$ cat config.mk
export PLATFORM = sky130hd
export DESIGN_NAME = pipe_ctrl
export DESIGN_NICKNAME = d
export VERILOG_FILES = /design/src/rtl/pipe_ctrl.sv
export SDC_FILE = /design/constraint.sdc
export NUM_CORES = 1
export LEC_CHECK = 0
export ABC_AREA = 1
export CAP_MARGIN = 20
export CELL_PAD_IN_SITES_DETAIL_PLACEMENT = 0
export CELL_PAD_IN_SITES_GLOBAL_PLACEMENT = 1
export CORE_MARGIN = 5
export CORE_UTILIZATION = 31
export CTS_BUF_LIST = sky130_fd_sc_hd__clkbuf_2
export CTS_CLUSTER_SIZE = 12
export DETAILED_ROUTE_END_ITERATION = 8
export GPL_TIMING_DRIVEN = 0
export PLACE_DENSITY_LB_ADDON = 0.1
export REMOVE_ABC_BUFFERS = 1
export SLEW_MARGIN = 20
export SYNTH_ARGS = -nofsm -noshare
export SYNTH_HDL_FRONTEND = slang
export SYNTH_SLANG_ARGS = --single-unit
export TNS_END_PERCENT = 20
$ cat constraint.sdc
create_clock -name clk -period 1.8 [get_ports clk]
set_input_delay 0.36 -clock clk [delete_from_list [all_inputs] [get_ports clk]]
set_output_delay 0.36 -clock clk [all_outputs]
set_load 0.02 [all_outputs]
$ cat src/rtl/pipe_ctrl.sv
// Hazard and sequencing controller for the five-stage core: boot window, load-use
// interlock, branch redirect, mul/div occupancy and memory wait states.
module pipe_ctrl #(
    parameter int PC_WIDTH   = 32,
    parameter int BOOT_DELAY = 4
) (
    input  logic                clk,
    input  logic                rst,
    input  logic [4:0]          id_rs1,
    input  logic [4:0]          id_rs2,
    input  logic                id_rs1_use,
    input  logic                id_rs2_use,
    input  logic [4:0]          ex_rd,
    input  logic                ex_mem_read,
    input  logic                ex_branch_taken,
    input  logic [PC_WIDTH-1:0] ex_branch_target,
    input  logic                ex_md_start,
    input  logic                md_done,
    input  logic                mem_stall_req,
    output logic                work_ena,
    output logic                pc_stall,
    output logic                if_id_stall,
    output logic                id_ex_stall,
    output logic                ex_mem_stall,
    output logic                mem_wb_stall,
    output logic                if_id_flush,
    output logic                id_ex_flush,
    output logic                ex_mem_flush,
    output logic                pc_redirect,
    output logic [PC_WIDTH-1:0] pc_target,
    output logic [31:0]         stall_cycles
);

    typedef enum logic [1:0] {BOOT, RUN, MD_WAIT} state_t;

    localparam logic [7:0] BOOT_LIMIT = 8'(BOOT_DELAY);

    state_t     state;
    state_t     next_state;
    logic [7:0] boot_cnt;
    logic       load_use;

    assign pc_target = ex_branch_target;

    assign load_use = ex_mem_read && (ex_rd != 5'd0) &&
                      ((id_rs1_use && (id_rs1 == ex_rd)) ||
                       (id_rs2_use && (id_rs2 == ex_rd)));

    // Stalls, flushes and redirect must act in the same cycle, so they are
    // decoded combinationally from the registered state and the live inputs.
    always_comb begin
        // NOTE: every output gets a default first so no path leaves one unassigned,
        // which would otherwise infer a latch.
        next_state   = state;
        pc_stall     = 1'b0;
        if_id_stall  = 1'b0;
        id_ex_stall  = 1'b0;
        ex_mem_stall = 1'b0;
        mem_wb_stall = 1'b0;
        if_id_flush  = 1'b0;
        id_ex_flush  = 1'b0;
        ex_mem_flush = 1'b0;
        pc_redirect  = 1'b0;

        if (state == BOOT) begin
            pc_stall = 1'b1;
            if (boot_cnt == BOOT_LIMIT) next_state = RUN;
        end else if (mem_stall_req) begin
            // Freeze everything; EX/ID contents are re-presented once memory is ready.
            pc_stall     = 1'b1;
            if_id_stall  = 1'b1;
            id_ex_stall  = 1'b1;
            ex_mem_stall = 1'b1;
            mem_wb_stall = 1'b1;
        end else if (state == MD_WAIT) begin
            if (md_done) begin
                next_state = RUN;
            end else begin
                pc_stall     = 1'b1;
                if_id_stall  = 1'b1;
                id_ex_stall  = 1'b1;
                ex_mem_flush = 1'b1;
            end
        end else if (ex_branch_taken) begin
            pc_redirect = 1'b1;
            if_id_flush = 1'b1;
            id_ex_flush = 1'b1;
        end else if (ex_md_start) begin
            // A single-cycle op (done in its first cycle) never leaves RUN.
            if (!md_done) begin
                next_state   = MD_WAIT;
                pc_stall     = 1'b1;
                if_id_stall  = 1'b1;
                id_ex_stall  = 1'b1;
                ex_mem_flush = 1'b1;
            end
        end else if (load_use) begin
            pc_stall    = 1'b1;
            if_id_stall = 1'b1;
            id_ex_flush = 1'b1;
        end
    end

    always_ff @(posedge clk or negedge rst) begin
        if (!rst) begin
            state        <= BOOT;
            boot_cnt     <= 8'd0;
            work_ena     <= 1'b0;
            stall_cycles <= 32'd0;
        end else begin
            // NOTE: sequential state uses non-blocking assignments so every register
            // samples pre-edge values regardless of statement order.
            state    <= next_state;
            work_ena <= (next_state != BOOT);
            if (state == BOOT) boot_cnt <= boot_cnt + 8'd1;
            if (work_ena && pc_stall && (stall_cycles != 32'hFFFF_FFFF))
                stall_cycles <= stall_cycles + 32'd1;
        end
    end

endmodule

==> key figures, run 1 <==
Outcome
  – Status: finished with violations
  – Failing checks: negative setup slack

Die
  – Die span in y: 111.9 um
  – Die Wd: 111.9 um
  – Rows: 37
  – Core region area: 0.01023 mm^2
  – Initial Util: 0.3147
  – Io pins: 130
  – Die footprint: 0.01252 mm^2

Worst setup path
  – CP Launch Type: flip-flop
  – Reg2reg path depth: 11
  – CP arrival: 1.51 ns
  – Critical path class: reg2out
  – CP Max Fanout: 4
  – Crit end category: primary output
  – CP required: 1.44 ns

Timing
  – Slew Limit Fails: 0
  – Min cycle time layout: 1.869 ns
  – Setup ws final: -0.06908 ns
  – Fmax: 0.5350 GHz
  – RSZ-0062 raised after global routing: true
  – Skew final: 0.01935 ns
  – Relative slew slack: 0.7054
  – Final hold violation count: 0
  – Worst hold slack: 0.3903 ns
  – Worst slew pin tran: 0.4419 ns
  – Finish-stage setup viols: 5
  – Setup TNS: -0.2600 ns
  – Final worst path period share: 1.038

Synthesis
  – Async SR Flop Fraction: 1.000
  – Mapped Area: 0.003219 mm^2
  – Syn avg cell area: 7.186 um^2
  – Register area share after synthesis: 0.3342
  – Area contributors post-synth: dfrtp_1 33%, nand2_1 16%, buf_4 9.1%
  – Area share of the largest cell type after synthesis: 0.3342
  – Post-synthesis register bit count: 43
  – Most used DFF post-synth: dfrtp_1
  – Post-synth EDFFs: 0
  – Synth area leader: dfrtp_1
  – Synth Warn #: 0
  – Post-Syn Instances: 448
  – Cell variety after synth: 34

Power
  – P per Cell Area: 871.5 mW/mm^2
  – Clk pwr share: 0.114
  – NetSw: 1.668 mW
  – Seq pwr share: 0.354
  – Gate power share: 0.532
  – Net Sw Frac: 0.4444
  – Pint: 2.085 mW
  – Total chip power: 3.753 mW
  – Leak: 2.181 nW
  – Peak VDD IR: 653.0 uV

Final layout
  – Fill cells: 1,085
  – Area grow syn2layout: 33.77%
  – Share of post-route cells with drive strength above 1: 0.2802
  – Fin area: 0.004307 mm^2
  – Commonest non-fill, non-tap cell in the layout: nand2_1
  – # diodes: 0
  – Most frequent cells in the layout: 126 x nand2_1, 48 x inv_1, 43 x dlygate4sd2_1
  – Fin nets: 579

Routing
  – Via/cell ratio: 4.702
  – DRT iter0 DRCs: 94
  – DRT Pass-1 Iters: 4
  – Drc violations: 0
  – Wire per inst: 15.49 um
  – Routed vias: 3,089
  – DRT Wirelength: 10.18 mm
  – Antenna viol nets, final: 0

GRT
  – Pin count of the biggest net entering global routing: 41
  – First-pass GRT wire length: 16.43 mm
  – GR Overflow Total: 0
  – Antenna violations before repair: 0
  – Total Routing Usage GR: 0.1617
  – Vias in the first global route: 3,087

Placed design
  – I/O Buffers: 65
  – Post-Place Setup Slack: -1.308 ns
  – Gp weighted congestion: 0.7459
  – DP HPWL: 6.643 mm
  – Area after DPL: 0.003742 mm^2

Clocking
  – Num CTS Buffers: 5
  – H-tree Lvls: 2
  – Maximum clock path buffer count: 2
  – CTS clk-pin slew, worst paths: 0.24 ns
  – TritonCTS Sinks: 43
  – CTS tree: built
  – Worst-Skew Late Latency: 0.42 ns
  – Root Buffer: clkbuf_2

Flow run
  – MaxCap Viol Count: 0

Hold path
  – Min-Delay Path Class: in2async
## power by group through the flow
stage	clock network [mW]	logic, mW	registers [mW]
floorplan	0	0.654	1.48
global placement	0	1.20	1.50
detailed placement	0	1.41	1.37
CTS	0.465	1.77	1.32
global route	0.488	2.18	1.36
finish	0.427	2.00	1.33
## kinds of logic after synthesis
family / count (synthesis) / synth area share
adder cells (fa/ha/maj): 3 / 0.01166
buffers and inverters: 105 / 0.1718
XOR/XNOR: 19 / 0.05169
flip-flops: 43 / 0.3342
AO/OA/AOI/OAI: 9 / 0.01710
AND/OR/NAND/NOR: 269 / 0.4135
## layout make-up
cell class              count  area [um^2]  share of cell area
flip-flops and latches     43         1091              0.2533
clock buffers               6        30.03            0.006973
repair buffers            108        939.7              0.2182
well taps                 136        170.2             0.03951
inverters                  58        225.2             0.05230
multi-input cells         304         1843              0.4279
clock inverters             2        7.507            0.001743
## per-layer routing
| metal | vias to the layer above | share of wire | global-route usage |
|---|---|---|---|
| li1 | 1553 | - | - |
| met1 | 1442 | 0.47 | 0.2234 |
| met2 | 85 | 0.44 | 0.2370 |
| met3 | 9 | 0.077 | 0.06467 |
| met4 | 0 | 0.0093 | 0.03325 |
| met5 | - | 0 | 0.01569 |
## flip-flops by register name, indices dropped and copies added (netlist names)
name and count:
stall_cycles 32, state 2, boot_cnt 8, work_ena 1
## through the flow
step	util	cells
finish	0.4209	657
global route	0.4209	657
CTS	0.3989	643
detailed placement	0.3658	604
global placement	0.3622	602
floorplan	-	401
## timing repair
item                                    4_1_cts  5_1_grt
gates cloned                                  4        0
endpoints found under the setup margin       74       44
hold buffers                                  1        0
pin swaps                                    17       15
gates resized for setup                     144       46
setup buffers                                26       14
hold endpoints to repair                     16        0
## final timing paths
kind                            startpoint  slack (ns)                to
min in group clk               boot_cnt[7]        0.48       boot_cnt[7]
setup reg to reg           stall_cycles[0]        0.01  stall_cycles[31]
hold reg to reg                boot_cnt[7]        0.48       boot_cnt[7]
setup / recovery                  state[0]       -0.07       id_ex_flush
hold / removal                         rst        0.39   stall_cycles[7]
max in group asynchronous              rst        0.88   stall_cycles[5]
## cells in the mapped netlist, types with 3 or more instances
master and instances:
nand3_2 5, nor2_2 6, ha_1 3, xnor2_1 6
dfrtp_1 43, nand3_1 27, nor2_4 4, nor3_2 4
nor2_1 35, nor3_1 4, clkbuf_1 4, nand2_1 133
inv_1 54, nor4_1 3, nand2_2 3, xor2_1 13
nand4_1 35, o21ai_0 4, buf_2 3, buf_4 39
inv_2 3
## critical path, cell delays in order, from the launching register on
cell	delay [ns]
dfrtp_2	0.50
buf_6	0.13
and3_4	0.14
a41o_1	0.21
buf_6	0.13
Note: power is estimated with default switching activity, not from simulation.
==> run 2, diff against run 1 <==
PLACE_DENSITY = 0.94   (was default)
PLACE_DENSITY_LB_ADDON = default   (was 0.1)
==> key figures, run 2 (same netlist as run 1, synthesis figures left out) <==
Outcome
  – Status: finished with violations (unchanged)
  – Failing checks: negative setup slack (unchanged)

GRT
  – Pin count of the biggest net entering global routing: 40 (was 41)
  – Antenna violations before repair: 0 (unchanged)
  – Vias in the first global route: 3,002 (was 3,087)
  – Total Routing Usage GR: 0.1529 (was 0.1617)
  – First-pass GRT wire length: 15.73 mm (was 16.43 mm)
  – GR Overflow Total: 0 (unchanged)

Worst setup path
  – CP Max Fanout: 3 (was 4)
  – R2r setup slk: 0.01 ns (about the same)
  – CP Launch Type: flip-flop (unchanged)
  – Crit end category: primary output (unchanged)
  – CP required: 1.44 ns (about the same)
  – Critical path class: reg2out (unchanged)
  – Reg-to-reg endpoint: stall_cycles[28] (was stall_cycles[31])
  – CP peak stage delay: 0.44 ns (was 0.50 ns)
  – CP max stage cell: dfrtp_1 (was dfrtp_2)
  – Worst r2r src: stall_cycles[1] (was stall_cycles[0])
  – Worst path cell trace: inv_2 -> nor2_4 -> nand2_2 -> nand2_2 -> clkinv_4 -> a21oi_2 -> buf_6 (was buf_6 -> and3_4 -> a41o_1 -> buf_6)
  – Reg2reg path depth: 10 (was 11)
  – Top cell by count, worst path: nand2_2 (was buf_6)
  – CP arrival: 1.53 ns (was 1.51 ns)

Final layout
  – Share of post-route cells with drive strength above 1: 0.2211 (was 0.2802)
  – FF+latch area: 0.001089 mm^2 (was 0.001091 mm^2)
  – Multi-input gate area: 0.001818 mm^2 (was 0.001843 mm^2)
  – # diodes: 0 (unchanged)
  – Fin nets: 560 (was 579)
  – Top reg by flops: stall_cycles (unchanged)
  – Fill cells: 1,078 (was 1,085)
  – Largest registers: stall_cycles: 32 flops, boot_cnt: 8 flops, state: 2 flops (unchanged)
  – Area grow syn2layout: 28.80% (was 33.77%)
  – Most frequent cells in the layout: 128 x nand2_1, 50 x inv_1, 47 x dlygate4sd2_1 (was 126 x nand2_1, 48 x inv_1, 43 x dlygate4sd2_1)
  – Max reg flops: 32 (unchanged)
  – Commonest non-fill, non-tap cell in the layout: nand2_1 (unchanged)

Timing
  – Finish-stage setup viols: 5 (unchanged)
  – Final hold violation count: 0 (unchanged)
  – Setup TNS: -0.3059 ns (was -0.2600 ns)
  – Slew Limit Fails: 0 (unchanged)
  – Skew final: 0.02978 ns (was 0.01935 ns)
  – Worst hold slack: 0.3535 ns (was 0.3903 ns)
  – Min cycle time layout: 1.894 ns (was 1.869 ns)
  – Worst slew pin tran: 0.3988 ns (was 0.4419 ns)
  – Relative slew slack: 0.7341 (was 0.7054)
  – Fmax: 0.5280 GHz (was 0.5350 GHz)
  – Final worst path period share: 1.052 (was 1.038)
  – RSZ-0062 raised after global routing: true (unchanged)
  – Setup ws final: -0.09387 ns (was -0.06908 ns)

Routing
  – DRT Pass-1 Iters: 4 (unchanged)
  – DRT iter0 DRCs: 94 (unchanged)
  – Wire per inst: 15.20 um (was 15.49 um)
  – Antenna viol nets, final: 0 (unchanged)
  – DRT Wirelength: 9.697 mm (was 10.18 mm)
  – Drc violations: 0 (unchanged)
  – Routed vias: 3,116 (was 3,089)
  – Via/cell ratio: 4.884 (was 4.702)

Clocking
  – Maximum clock path buffer count: 2 (unchanged)
  – H-tree Lvls: 2 (unchanged)
  – Worst-Skew Late Latency: 0.41 ns (was 0.42 ns)
  – Num CTS Buffers: 5 (unchanged)
  – Root Buffer: clkbuf_2 (unchanged)
  – TritonCTS Sinks: 43 (unchanged)
  – CTS clk-pin slew, worst paths: 0.23 ns (was 0.24 ns)
  – CTS tree: built (unchanged)

Die
  – Core region area: 0.01023 mm^2 (unchanged)
  – Die span in y: 111.9 um (unchanged)
  – Rows: 37 (unchanged)
  – Initial Util: 0.3147 (unchanged)
  – Io pins: 130 (unchanged)
  – Die Wd: 111.9 um (unchanged)
  – Die footprint: 0.01252 mm^2 (unchanged)

Placed design
  – I/O Buffers: 65 (unchanged)
  – DP HPWL: 6.414 mm (was 6.643 mm)
  – Gp weighted congestion: 0.8351 (was 0.7459)

Power
  – Total chip power: 3.496 mW (was 3.753 mW)
  – Leak: 2.083 nW (was 2.181 nW)
  – Peak VDD IR: 514.2 uV (was 653.0 uV)
  – P per Cell Area: 843.1 mW/mm^2 (was 871.5 mW/mm^2)

Flow run
  – MaxCap Viol Count: 0 (unchanged)

Hold path
  – Min-Delay Path Class: in2async (unchanged)
run 2: cell count changes in the layout (fill, tap and decap cells not counted), moves of 3 or more:
cell           change
buf_4             -16
nor2_2             -6
nor2_1             +5
dlygate4sd2_1      +4
buf_2              -3
buf_6              -3
inv_2              -3
run 2: worst max-delay path: cells and delay by family (launching register included):
family | cells | cell delay (ns)
buf+inv | 3 | 0.27
flops | 1 | 0.44
simple gates | 3 | 0.29
compound gates | 1 | 0.14
run 2: layout make-up:
type,count,share of cell area
clock buffers,6,0.007242
clock inverters,2,0.001810
repair buffers,89,0.1931
inverters,58,0.05582
well taps,136,0.04104
multi-input cells,304,0.4384
flip-flops and latches,43,0.2625
run 2: worst max-delay path by stage:
stage,startpoint,to,slack [ns]
final,state[1],if_id_stall,-0.09
after global routing,state[1],if_id_stall,-0.21
after CTS,state[0],if_id_stall,-0.11
after detailed placement,ex_rd[4],pc_stall,-1.28
after global placement,ex_rd[0],pc_stall,-1.25
after floorplan,stall_cycles[0],stall_cycles[28],-0.02
run 2: timing repair:
| item | CTS | global route |
|---|---|---|
| endpoints found under the hold margin | 16 | 0 |
| gates resized for setup | 126 | 39 |
| hold buffers | 1 | 0 |
| endpoints found under the setup margin | 74 | 39 |
| pin swaps | 18 | 8 |
| buffers inserted | 15 | 6 |
| cloned | 4 | 0 |
run 2: metal layers:
metal | up-vias | GRT usage | routed length (um)
li1 | 1516 | - | -
met1 | 1492 | 0.2096 | 4328
met2 | 100 | 0.2322 | 4485
met3 | 8 | 0.06304 | 830
met4 | 0 | 0.01703 | 53
met5 | - | 0.01569 | 0
run 2: stage by stage:
stage | util | instances | cell area [um^2] | worst slack [ns]
2_1_floorplan | - | 401 | 2885 | -0.01550
3_3_place_gp | 0.3622 | 602 | 3706 | -1.251
3_5_place_dp | 0.3658 | 604 | 3742 | -1.284
4_1_cts | 0.3873 | 632 | 3963 | -0.1061
5_1_grt | 0.4053 | 638 | 4146 | -0.2136
6_report | 0.4053 | 638 | 4146 | -0.09387
run 2: power by group:
part	leakage, nW	total, mW	internal (mW)	switching (mW)
Clock	0.0281	0.413	0.0935	0.319
Combinational	1.49	1.76	0.697	1.06
Sequential	0.565	1.32	1.13	0.195
==> run 3, diff against run 2 <==
PLACE_DENSITY = default   (was 0.94)
PLACE_DENSITY_LB_ADDON = 0.1   (was default)
==> results of run 3 <==
Same layout as run 1: the final DEF is identical, and so are final timing and power.
